[src/rtl/trap_sequencer.sv]
// trap_sequencer: machine-mode trap controller.
// Accepts a MEM-stage exception, an external interrupt or an MRET while idle.
// For traps it squashes the younger stages, holds fetch while older
// instructions drain, pulses the CSR file and then redirects the PC to the
// trap vector. For MRET it squashes, pulses the CSR file and redirects the PC
// to mepc in a single cycle.
//
// state    | meaning
// ---------+-------------------------------------------------------------
// IDLE     | no sequence in flight; requests are evaluated here
// SQUASH   | one cycle: squash the captured stages, hold fetch
// DRAIN    | DRAIN_CYCLES cycles: older instructions retire, fetch held
// SAVE     | one cycle: trap_enter pulse with mepc/mcause write data
// REDIRECT | one cycle: load the trap vector into the PC
// RETURN   | one cycle: MRET squash, trap_exit pulse, PC <- mepc
module trap_sequencer #(
  parameter int DRAIN_CYCLES = 2,
  parameter int INT_CAUSE    = 11
) (
  input  logic        CLK,
  input  logic        RST,
  input  logic        stall_n,
  input  logic        exc_valid,
  input  logic [3:0]  exc_cause,
  input  logic [31:0] exc_pc,
  input  logic [31:0] ex_pc,
  input  logic        ex_valid,
  input  logic        intr,
  input  logic        mie,
  input  logic [31:0] mtvec,
  input  logic [31:0] mepc_in,
  input  logic        mret_req,
  output logic [3:0]  squash_o,
  output logic        fetch_hold,
  output logic        trap_enter,
  output logic        trap_exit,
  output logic [31:0] mepc_wdata,
  output logic [31:0] mcause_wdata,
  output logic        pc_redirect,
  output logic [31:0] redirect_pc,
  output logic        busy
);

  typedef enum logic [2:0] {
    S_IDLE     = 3'd0,
    S_SQUASH   = 3'd1,
    S_DRAIN    = 3'd2,
    S_SAVE     = 3'd3,
    S_REDIRECT = 3'd4,
    S_RETURN   = 3'd5
  } state_t;

  // Drain counter preload: the counter runs DRAIN_CYCLES-1 down to 0.
  localparam logic [3:0] DRAIN_INIT = 4'(DRAIN_CYCLES - 1);
  localparam logic [3:0] INT_CODE   = 4'(INT_CAUSE);

  state_t      state_q, state_d;
  logic [3:0]  cnt_q, cnt_d;
  logic [3:0]  sq_q, sq_d;
  logic [31:0] mepc_q, mepc_d;
  logic [31:0] mcause_q, mcause_d;
  logic [31:0] mepc_wdata_q, mepc_wdata_d;
  logic [31:0] mcause_wdata_q, mcause_wdata_d;

  logic        int_take;
  logic [31:0] vec_base;
  logic [31:0] vec_pc;

  assign int_take = intr & mie & ex_valid;

  // Vector base is mtvec with the mode bits cleared; vectored mode adds
  // cause*4 for interrupts only. Addition wraps at 32 bits.
  assign vec_base = mtvec & 32'hFFFF_FFFC;
  assign vec_pc   = ((mtvec[1:0] == 2'b01) && mcause_q[31])
                    ? (vec_base + {26'd0, mcause_q[3:0], 2'b00})
                    : vec_base;

  // State and capture registers with synchronous reset.
  always_ff @(posedge CLK) begin
    if (RST) begin
      state_q        <= S_IDLE;
      cnt_q          <= 4'd0;
      sq_q           <= 4'd0;
      mepc_q         <= 32'd0;
      mcause_q       <= 32'd0;
      mepc_wdata_q   <= 32'd0;
      mcause_wdata_q <= 32'd0;
    end else begin
      state_q        <= state_d;
      cnt_q          <= cnt_d;
      sq_q           <= sq_d;
      mepc_q         <= mepc_d;
      mcause_q       <= mcause_d;
      mepc_wdata_q   <= mepc_wdata_d;
      mcause_wdata_q <= mcause_wdata_d;
    end
  end

  // Next-state logic, request arbitration and capture of trap context.
  always_comb begin
    state_d        = state_q;
    cnt_d          = cnt_q;
    sq_d           = sq_q;
    mepc_d         = mepc_q;
    mcause_d       = mcause_q;
    mepc_wdata_d   = mepc_wdata_q;
    mcause_wdata_d = mcause_wdata_q;

    case (state_q)
      S_IDLE: begin
        if (stall_n) begin
          if (exc_valid) begin
            // The faulting instruction sits in MEM and must not retire.
            mepc_d   = exc_pc;
            mcause_d = {1'b0, 27'd0, exc_cause};
            sq_d     = 4'b0111;
            state_d  = S_SQUASH;
          end else if (int_take) begin
            // EX instruction becomes the return point; MEM/WB drain.
            mepc_d   = ex_pc;
            mcause_d = {1'b1, 27'd0, INT_CODE};
            sq_d     = 4'b0011;
            state_d  = S_SQUASH;
          end else if (mret_req) begin
            sq_d    = 4'b0011;
            state_d = S_RETURN;
          end
        end
      end
      S_SQUASH: begin
        cnt_d   = DRAIN_INIT;
        state_d = S_DRAIN;
      end
      S_DRAIN: begin
        if (cnt_q == 4'd0) begin
          // Write data is loaded on entry to SAVE and then held.
          mepc_wdata_d   = mepc_q;
          mcause_wdata_d = mcause_q;
          state_d        = S_SAVE;
        end else begin
          cnt_d = cnt_q - 4'd1;
        end
      end
      S_SAVE:     state_d = S_REDIRECT;
      S_REDIRECT: state_d = S_IDLE;
      S_RETURN:   state_d = S_IDLE;
      default:    state_d = S_IDLE;
    endcase
  end

  // Output decode from the registered state.
  always_comb begin
    squash_o    = 4'd0;
    fetch_hold  = 1'b0;
    trap_enter  = 1'b0;
    trap_exit   = 1'b0;
    pc_redirect = 1'b0;
    redirect_pc = 32'd0;
    busy        = (state_q != S_IDLE);

    case (state_q)
      S_SQUASH: begin
        squash_o   = sq_q;
        fetch_hold = 1'b1;
      end
      S_DRAIN: begin
        fetch_hold = 1'b1;
      end
      S_SAVE: begin
        fetch_hold = 1'b1;
        trap_enter = 1'b1;
      end
      S_REDIRECT: begin
        fetch_hold  = 1'b1;
        pc_redirect = 1'b1;
        redirect_pc = vec_pc;
      end
      S_RETURN: begin
        squash_o    = sq_q;
        fetch_hold  = 1'b1;
        trap_exit   = 1'b1;
        pc_redirect = 1'b1;
        redirect_pc = mepc_in & 32'hFFFF_FFFC;
      end
      default: begin
      end
    endcase
  end

  assign mepc_wdata   = mepc_wdata_q;
  assign mcause_wdata = mcause_wdata_q;

endmodule

[config.mk]
export PLATFORM = sky130hd
export DESIGN_NAME = trap_sequencer
export DESIGN_NICKNAME = d
export VERILOG_FILES = /design/src/rtl/trap_sequencer.sv
export SDC_FILE = /design/constraint.sdc
export NUM_CORES = 1
export LEC_CHECK = 0
export ABC_CLOCK_PERIOD_IN_PS = 6550
export CAP_MARGIN = 0
export CELL_PAD_IN_SITES_DETAIL_PLACEMENT = 2
export CELL_PAD_IN_SITES_GLOBAL_PLACEMENT = 2
export CORE_UTILIZATION = 22
export DETAILED_ROUTE_END_ITERATION = 8
export PLACE_DENSITY = 0.95
export SYNTH_ARGS = -nofsm -noshare
export SYNTH_HDL_FRONTEND = slang
export SYNTH_SLANG_ARGS = --single-unit
[constraint.sdc]
create_clock -name CLK -period 6.55 [get_ports CLK]
set_input_delay 0.9825 -clock CLK [delete_from_list [all_inputs] [get_ports CLK]]
set_output_delay 0.9825 -clock CLK [all_outputs]
set_load 0.005 [all_outputs]
==> qor.txt, run 1 <==
FINAL LAYOUT
------------------------------------------------------------------------------------
Ant. Diodes                                                                        0
End-of-flow core utilization                                                   34.9%
Layout area overhead                                                           53.6%
Sequential cell area                                                        1660 um2
Fraction of final layout cells with drive strength greater than 1              3.68%
Number of fill cells                                                            2315
Total area of multi-input combinational cells                               2670 um2
Number of nets in the finished design                                            932

CLOCK TREE
------------------------------------------------------------------------------------
Number of buffers inserted by hold repair at cts                                   0
Clock slew seen by the registers of the worst setup and hold paths           0.06 ns
Resize count post-CTS                                                              0
Clock tree from TritonCTS                                                       done
Insertion delay of the later-clocked pin in the worst-skew pair              0.33 ns
Number of H-tree levels                                                            3
CTS max path bufs                                                                  2
Number of buffers added by the clock tree synthesis step                           9
Root Buffer Master                                                      sky130_fd_sc_hd__clkbuf_16
Post-CTS setup buffers                                                             0
Sink count of the clock tree                                                      83

CRITICAL PATH
------------------------------------------------------------------------------------
Critical path launch point type                                            input pin
Depth of the worst register-to-register path                                       6
Data arrival, critical path                                                  4.05 ns
Setup crit start                                                            mtvec[3]
Worst flop-to-flop path startpoint                                      cnt_q[0]$_SDFFE_PP0P_
Worst setup path class                                                     in -> out
RR Endpoint                                                             mepc_wdata[21]$_SDFFE_PP0P_
Register-to-register setup slack                                             4.20 ns
Maximum fanout count along the critical path                                      11
Setup crit end kind                                                      output port
Worst Path Required                                                          5.57 ns

SYNTHESIS
------------------------------------------------------------------------------------
Share of the synthesized area in the top cell type                             35.7%
Post-synthesis instance total                                                    600
Per-instance average area after synthesis                                   7.76 um2
Cell types occupying the most area after synthesis                      sky130_fd_sc_hd__dfxtp_1, sky130_fd_sc_hd__nand2_1, sky130_fd_sc_hd__mux2i_1
Synth Warn #                                                                       0
Synthesized cell area                                                       4650 um2
Most common flop cell mapped by yosys                                   sky130_fd_sc_hd__dfxtp_1
Synth cell types                                                                  47
Number of synthesized flops with an enable pin                                     0
Synthesized flop and latch total                                                  83
Sequential fraction of the synthesis area                                      35.7%
Library cell occupying the most area in the post-synthesis netlist      sky130_fd_sc_hd__dfxtp_1
Proportion of synthesized flip-flops having asynchronous set or reset             0%

RUN
------------------------------------------------------------------------------------
Max-cap violations                                                                 0

DIE
------------------------------------------------------------------------------------
Core region area                                                           20500 um2
Height of the die                                                             147 um
DIE AREA                                                                   21700 um2
Site row count                                                                    52
Horizontal die dimension                                                      147 um
Top Ports                                                                        245
Initial core utilization                                                       22.7%

DETAILED ROUTING
------------------------------------------------------------------------------------
Post-Route WL                                                               17800 um
DRT antenna net count                                                              0
Routed vias                                                                     4906
Detailed router's first-iteration violation count                                 64
Detailed-route vias per instance                                                4.64
Remaining routing DRC violations                                                   0
Detailed-routing iteration count for the pre-antenna-repair pass                   4
Average routed wire per standard cell                                        16.8 um

TIMING
------------------------------------------------------------------------------------
Clock period minus worst slack                                               5.03 ns
Worst Skew                                                                0.00594 ns
Final clock period utilization by the worst path                               76.8%
Relative slew slack                                                            29.9%
Setup repair after global routing missed its margin                            false
Final Hold Fails                                                                   0
Final-layout worst hold slack                                               0.456 ns
Final setup violating endpoints                                                    0
Slew of the pin with the lowest slew margin                                  1.05 ns
Maximum operating frequency                                                  199 MHz
Final total negative setup slack                                                0 ns
Max-slew violation count                                                           0

RUN STATUS
------------------------------------------------------------------------------------
Run status                                                              complete, no violations

HOLD PATH
------------------------------------------------------------------------------------
Worst hold endpoint                                                     mepc_wdata[12]$_SDFFE_PP0P_
Worst Hold Launch                                                       mepc_wdata[12]$_SDFFE_PP0P_
Kind of path behind the tightest hold check                               reg -> reg
Instance count along the most critical hold path                                   2

POWER AND IR DROP
------------------------------------------------------------------------------------
Standby leakage power                                                        2.50 nW
Worst supply voltage drop on vdd                                             98.6 uV
Power density of the placed cells                                         207 nW/um2

GLOBAL ROUTING
------------------------------------------------------------------------------------
GRT Overall Usage                                                              16.5%
Global route total overflow                                                        0
First-pass GRT wire length                                                  28500 um
Vias in the first global route                                                  5316
Antenna violations before repair                                                   0
Maximum number of pins on one net before global-route repair                      82

PLACEMENT
------------------------------------------------------------------------------------
Quantity of I/O buffers inserted on ports                                        212
Dpl hpwl                                                                    13800 um
GP Congestion                                                                  0.875

metal layers:
layer / track usage, % / share of wire [%] / up-vias / wire (um)
met2: 30.8 / 51 / 197 / 9010
met1: 18.1 / 40 / 2308 / 7100
li1: - / - / 2386 / -
met5: 0 / 0 / - / 0
met3: 4.63 / 7.7 / 15 / 1380
met4: 4.74 / 1.7 / 0 / 311
Yosys cell counts, types with 2 or more instances:
master	count
sky130_fd_sc_hd__nand2_1	104
sky130_fd_sc_hd__dfxtp_1	83
sky130_fd_sc_hd__a21oi_1	61
sky130_fd_sc_hd__nor2_1	51
sky130_fd_sc_hd__a211oi_1	34
sky130_fd_sc_hd__clkbuf_1	33
sky130_fd_sc_hd__buf_4	32
sky130_fd_sc_hd__mux2i_1	32
sky130_fd_sc_hd__o21ai_0	28
sky130_fd_sc_hd__xnor2_1	24
sky130_fd_sc_hd__nor3_1	18
sky130_fd_sc_hd__inv_1	11
sky130_fd_sc_hd__ha_1	8
sky130_fd_sc_hd__nand3_1	8
sky130_fd_sc_hd__and3_1	7
sky130_fd_sc_hd__and4_1	5
sky130_fd_sc_hd__buf_2	5
sky130_fd_sc_hd__nor3b_1	5
sky130_fd_sc_hd__nor4_1	5
sky130_fd_sc_hd__nor4b_1	4
sky130_fd_sc_hd__a311oi_1	3
sky130_fd_sc_hd__a31oi_1	3
sky130_fd_sc_hd__buf_1	3
sky130_fd_sc_hd__xor2_1	3
sky130_fd_sc_hd__a21o_1	2
sky130_fd_sc_hd__and2_1	2
sky130_fd_sc_hd__nand3b_1	2
sky130_fd_sc_hd__nand4_1	2
sky130_fd_sc_hd__o21a_1	2
sky130_fd_sc_hd__o21ai_1	2
sky130_fd_sc_hd__or3_1	2
power breakdown:
part           switching, mW  internal (mW)
logic                  0.197          0.178
registers             0.0376          0.550
clock network          0.217          0.298
logic make-up (layout without fill, tap and decap cells):
logic type / after synthesis / count (layout) / synth area share (%)
fa+ha+maj: 9 / 9 / 2.58
mux: 32 / 32 / 6.88
compound gates: 142 / 142 / 18.1
flops: 83 / 83 / 35.7
other cells: 1 / 30 / 0.0806
xor+xnor: 27 / 27 / 5.08
buf+inv: 84 / 243 / 9.49
simple gates: 222 / 222 / 22.0
how the worst max path moves through the flow:
stage                                  to  slack [ns]  depth (start not counted)
after floorplan           redirect_pc[10]        2.87                          8
after global placement     redirect_pc[7]        1.57                          8
after detailed placement   redirect_pc[7]        1.51                          8
after CTS                  redirect_pc[7]        1.49                          8
after global routing       redirect_pc[7]        1.34                          8
final                     redirect_pc[29]        1.52                          8
worst max-delay path: stages:
cell,delay (ns)
sky130_fd_sc_hd__clkdlybuf4s50_1,0.49
sky130_fd_sc_hd__ha_1,0.35
sky130_fd_sc_hd__a211o_1,0.32
sky130_fd_sc_hd__a21oi_1,0.81
sky130_fd_sc_hd__or4b_4,0.31
sky130_fd_sc_hd__o21ai_0,0.09
sky130_fd_sc_hd__a31oi_1,0.18
sky130_fd_sc_hd__clkdlybuf4s50_1,0.52
sequential cells by signal, indices dropped and copies added (netlist names):
name and flops:
cnt_q 4, mcause_q 5, mcause_wdata 5, mepc_q 32
mepc_wdata 32, sq_q 2, state_q 3
through the flow:
| step | total power [mW] | cell area (um2) | setup WS, ns | cells |
|---|---|---|---|---|
| 2_1_floorplan | 0.799 | 4760 | 2.87 | 629 |
| 3_3_place_gp | 0.961 | 6850 | 1.57 | 1042 |
| 3_5_place_dp | 0.983 | 6850 | 1.51 | 1042 |
| 4_1_cts | 1.50 | 7150 | 1.49 | 1058 |
| 5_1_grt | 1.56 | 7150 | 1.34 | 1058 |
| 6_report | 1.48 | 7150 | 1.52 | 1058 |
final cells by class:
class | instances | share of cell area (%)
clock buffers | 9 | 3.15
clock inverters | 7 | 1.03
inverters | 11 | 0.578
repair buffers | 216 | 30.0
flip-flops and latches | 83 | 23.2
well taps | 270 | 4.73
multi-input cells | 462 | 37.3
cell usage in the layout, fill, tap and decap left out, types with 3 or more instances in the layout:
| master | n |
|---|---|
| sky130_fd_sc_hd__dfxtp_1 | 83 |
| sky130_fd_sc_hd__xor2_1 | 3 |
| sky130_fd_sc_hd__nor4_1 | 5 |
| sky130_fd_sc_hd__inv_1 | 11 |
| sky130_fd_sc_hd__inv_6 | 3 |
| sky130_fd_sc_hd__mux2i_1 | 32 |
| sky130_fd_sc_hd__a211oi_1 | 34 |
| sky130_fd_sc_hd__a21oi_1 | 61 |
| sky130_fd_sc_hd__o21ai_0 | 28 |
| sky130_fd_sc_hd__nor3_1 | 18 |
| sky130_fd_sc_hd__a31oi_1 | 3 |
| sky130_fd_sc_hd__and4_1 | 5 |
| sky130_fd_sc_hd__clkdlybuf4s50_1 | 210 |
| sky130_fd_sc_hd__xnor2_1 | 24 |
| sky130_fd_sc_hd__clkbuf_16 | 9 |
| sky130_fd_sc_hd__buf_4 | 4 |
| sky130_fd_sc_hd__nor2_1 | 51 |
| sky130_fd_sc_hd__nor3b_1 | 5 |
| sky130_fd_sc_hd__nor4b_1 | 4 |
| sky130_fd_sc_hd__a311oi_1 | 3 |
| sky130_fd_sc_hd__nand2_1 | 104 |
| sky130_fd_sc_hd__nand3_1 | 7 |
| sky130_fd_sc_hd__ha_1 | 8 |
| sky130_fd_sc_hd__and3_1 | 5 |
| sky130_fd_sc_hd__conb_1 | 30 |
Note: power is estimated with default switching activity, not from simulation.
==> run 2: changes to the inputs <==
==> config.mk (replaced) <==
export PLATFORM = sky130hd
export DESIGN_NAME = trap_sequencer
export DESIGN_NICKNAME = d
export VERILOG_FILES = /design/src/rtl/trap_sequencer.sv
export SDC_FILE = /design/constraint.sdc
export NUM_CORES = 1
export LEC_CHECK = 0
export ABC_CLOCK_PERIOD_IN_PS = 4600
export CAP_MARGIN = 0
export CELL_PAD_IN_SITES_DETAIL_PLACEMENT = 2
export CELL_PAD_IN_SITES_GLOBAL_PLACEMENT = 2
export CORE_UTILIZATION = 19
export DETAILED_ROUTE_END_ITERATION = 8
export PLACE_DENSITY = 0.89
export SYNTH_ARGS = -nofsm -noshare
export SYNTH_HDL_FRONTEND = slang
export SYNTH_SLANG_ARGS = --single-unit
==> constraint.sdc (replaced) <==
create_clock -name CLK -period 4.6 [get_ports CLK]
set_input_delay 0.69 -clock CLK [delete_from_list [all_inputs] [get_ports CLK]]
set_output_delay 0.69 -clock CLK [all_outputs]
set_load 0.005 [all_outputs]
==> run 2 against run 1 <==
Sequential share of layout area down 0.37 points. Core utilization is 4.3 points lower. Worst hold slack got worse by 0.0049 ns. Die area is 16% higher. Via count hardly changed. Combinational power grew 43%. Power is 48% higher. Setup slack lost 1.1 ns. Count of clock-buffer cells in the layout is the same. Critical path depth grew 1. Largest power group unchanged.
==> qor.txt, run 2 (synthesized netlist as in run 1, its figures left out) <==
RUN
---------------------------------------------------------------------------------
Max-cap violations                                                              0

DETAILED ROUTING
---------------------------------------------------------------------------------
Routed vias                                                                  4907
Detailed router's first-iteration violation count                             146
DRT antenna net count                                                           0
Remaining routing DRC violations                                                0
Average routed wire per standard cell                                     16.1 um
Detailed-routing iteration count for the pre-antenna-repair pass                4
Detailed-route vias per instance                                             4.42
Post-Route WL                                                            17900 um

FINAL LAYOUT
---------------------------------------------------------------------------------
Top library cells by usage in the layout, fill and taps aside        sky130_fd_sc_hd__clkdlybuf4s50_1, sky130_fd_sc_hd__nand2_1, sky130_fd_sc_hd__dfxtp_1
Commonest non-fill, non-tap cell in the layout                       sky130_fd_sc_hd__clkdlybuf4s50_1
Total area of multi-input combinational cells                            2670 um2
Number of nets in the finished design                                         935
Sequential cell area                                                     1660 um2
Fraction of final layout cells with drive strength greater than 1           4.05%
End-of-flow core utilization                                                30.6%
Number of fill cells                                                         2718
Layout area overhead                                                        56.1%
Ant. Diodes                                                                     0

TIMING
---------------------------------------------------------------------------------
Final total negative setup slack                                             0 ns
Final-layout worst hold slack                                            0.451 ns
Relative slew slack                                                         37.6%
Final setup violating endpoints                                                 0
Slew of the pin with the lowest slew margin                              0.935 ns
Setup repair after global routing missed its margin                         false
Clock period minus worst slack                                            4.17 ns
Final Hold Fails                                                                0
Max-slew violation count                                                        0
Final clock period utilization by the worst path                            90.7%
Maximum operating frequency                                               240 MHz
Worst Skew                                                              0.0139 ns

POWER AND IR DROP
---------------------------------------------------------------------------------
Standby leakage power                                                     2.53 nW
Worst supply voltage drop on vdd                                           174 uV
Total chip power                                                          2.19 mW
Power density of the placed cells                                      302 nW/um2

CRITICAL PATH
---------------------------------------------------------------------------------
Data arrival, critical path                                               3.48 ns
CP max stage cell                                                    sky130_fd_sc_hd__or4b_4
Depth of the worst register-to-register path                                    6
Top cell by count, worst path                                        sky130_fd_sc_hd__clkdlybuf4s50_1
Setup crit end kind                                                   output port
Largest incremental delay on the critical path                            0.56 ns
Combined buffer and inverter count along the critical path                      3
Cell depth of the worst setup path                                              9
Kind of cell adding the most delay to the critical path              buffers and inverters
Maximum fanout count along the critical path                                   11
Cell breakdown of the critical path                                  clkdlybuf4s50_1 -> ha_1 -> a211o_1 -> a21oi_1 -> buf_4 -> or4b_4 -> or3_1 -> a31oi_1 -> clkdlybuf4s50_1
Critical path launch point type                                         input pin
Worst Path Required                                                       3.91 ns
Worst setup path class                                                  in -> out

HOLD PATH
---------------------------------------------------------------------------------
Instance count along the most critical hold path                                2
Kind of path behind the tightest hold check                            reg -> reg

CLOCK TREE
---------------------------------------------------------------------------------
Resize count post-CTS                                                           0
Number of H-tree levels                                                         3
CTS max path bufs                                                               2
Number of buffers inserted by hold repair at cts                                0
Clock tree from TritonCTS                                                    done
Post-CTS setup buffers                                                          0
Number of buffers added by the clock tree synthesis step                        9
Clock slew seen by the registers of the worst setup and hold paths        0.06 ns
Insertion delay of the later-clocked pin in the worst-skew pair           0.35 ns
Root Buffer Master                                                   sky130_fd_sc_hd__clkbuf_16
Sink count of the clock tree                                                   83

GLOBAL ROUTING
---------------------------------------------------------------------------------
Maximum number of pins on one net before global-route repair                   82
Met3 Track Usage GR                                                         4.60%
First-pass GRT wire length                                               27300 um
Vias in the first global route                                               5115
Met1 track demand over resource                                             15.4%
M2 GR Usage                                                                 26.2%
GRT Overall Usage                                                           14.2%
Antenna violations before repair                                                2
Most used routing layer                                                      met2
Global route total overflow                                                     0

PLACEMENT
---------------------------------------------------------------------------------
Dpl hpwl                                                                 13600 um
Quantity of I/O buffers inserted on ports                                     212
GP Congestion                                                               0.756

DIE
---------------------------------------------------------------------------------
Top Ports                                                                     245
Site row count                                                                 56
Horizontal die dimension                                                   159 um
Core region area                                                        23800 um2
Height of the die                                                          159 um
Initial core utilization                                                    19.6%
DIE AREA                                                                25100 um2

RUN STATUS
---------------------------------------------------------------------------------
Run status                                                           complete, no violations

## run 2: changes by cell type in the layout (fill, tap and decap cells not counted), sizes merged
cell,previous run,this run
inv,14,15
buf,6,9
bufinv,1,2
clkinvlp,1,0
clkinv,2,1
## run 2: final cells by class
| class | instances | share of cell area, % |
|---|---|---|
| Clock buffer | 9 | 3.10 |
| Clock inverter | 7 | 1.45 |
| Inverter | 11 | 0.568 |
| Multi-Input combinational cell | 462 | 36.7 |
| Sequential cell | 83 | 22.9 |
| Tap cell | 319 | 5.49 |
| Timing Repair Buffer | 219 | 29.8 |
## run 2: tightest hold or removal path, cell delays in order, from the launching register on
cell and delay [ns]:
sky130_fd_sc_hd__dfxtp_1 0.31, sky130_fd_sc_hd__nand2_1 0.05, sky130_fd_sc_hd__a21oi_1 0.05
## run 2: stage by stage
stage / cells / setup WS [ns] / cell area, um2
after floorplan: 629 / 1.51 / 4760
after global placement: 1094 / 0.468 / 6930
after detailed placement: 1094 / 0.413 / 6930
after CTS: 1110 / 0.410 / 7260
after global routing: 1110 / 0.293 / 7260
final: 1110 / 0.429 / 7260
## run 2: path summary, 6_finish.rpt
kind	startpoint	slack [ns]	end
worst min register to register	mepc_q[9]$_SDFFE_PP0P_	0.45	mepc_wdata[9]$_SDFFE_PP0P_
worst min-delay path	mepc_q[9]$_SDFFE_PP0P_	0.45	mepc_wdata[9]$_SDFFE_PP0P_
worst max register to register	cnt_q[0]$_SDFFE_PP0P_	2.13	mepc_wdata[3]$_SDFFE_PP0P_
worst max-delay path	mtvec[3]	0.43	redirect_pc[27]
## run 2: per-layer routing
metal  share of wire, %  up-vias  routed length (um)
met3                9.1       20                1620
met5              0.045        -                   8
met1                 41     2301                7270
li1                   -     2391                   -
met4                1.5        2                 265
met2                 49      193                8740
## run 2: where the power goes
part / total, mW / switching (mW) / internal, mW
clock network: 0.822 / 0.335 / 0.487
registers: 0.835 / 0.0517 / 0.783
logic: 0.535 / 0.279 / 0.256
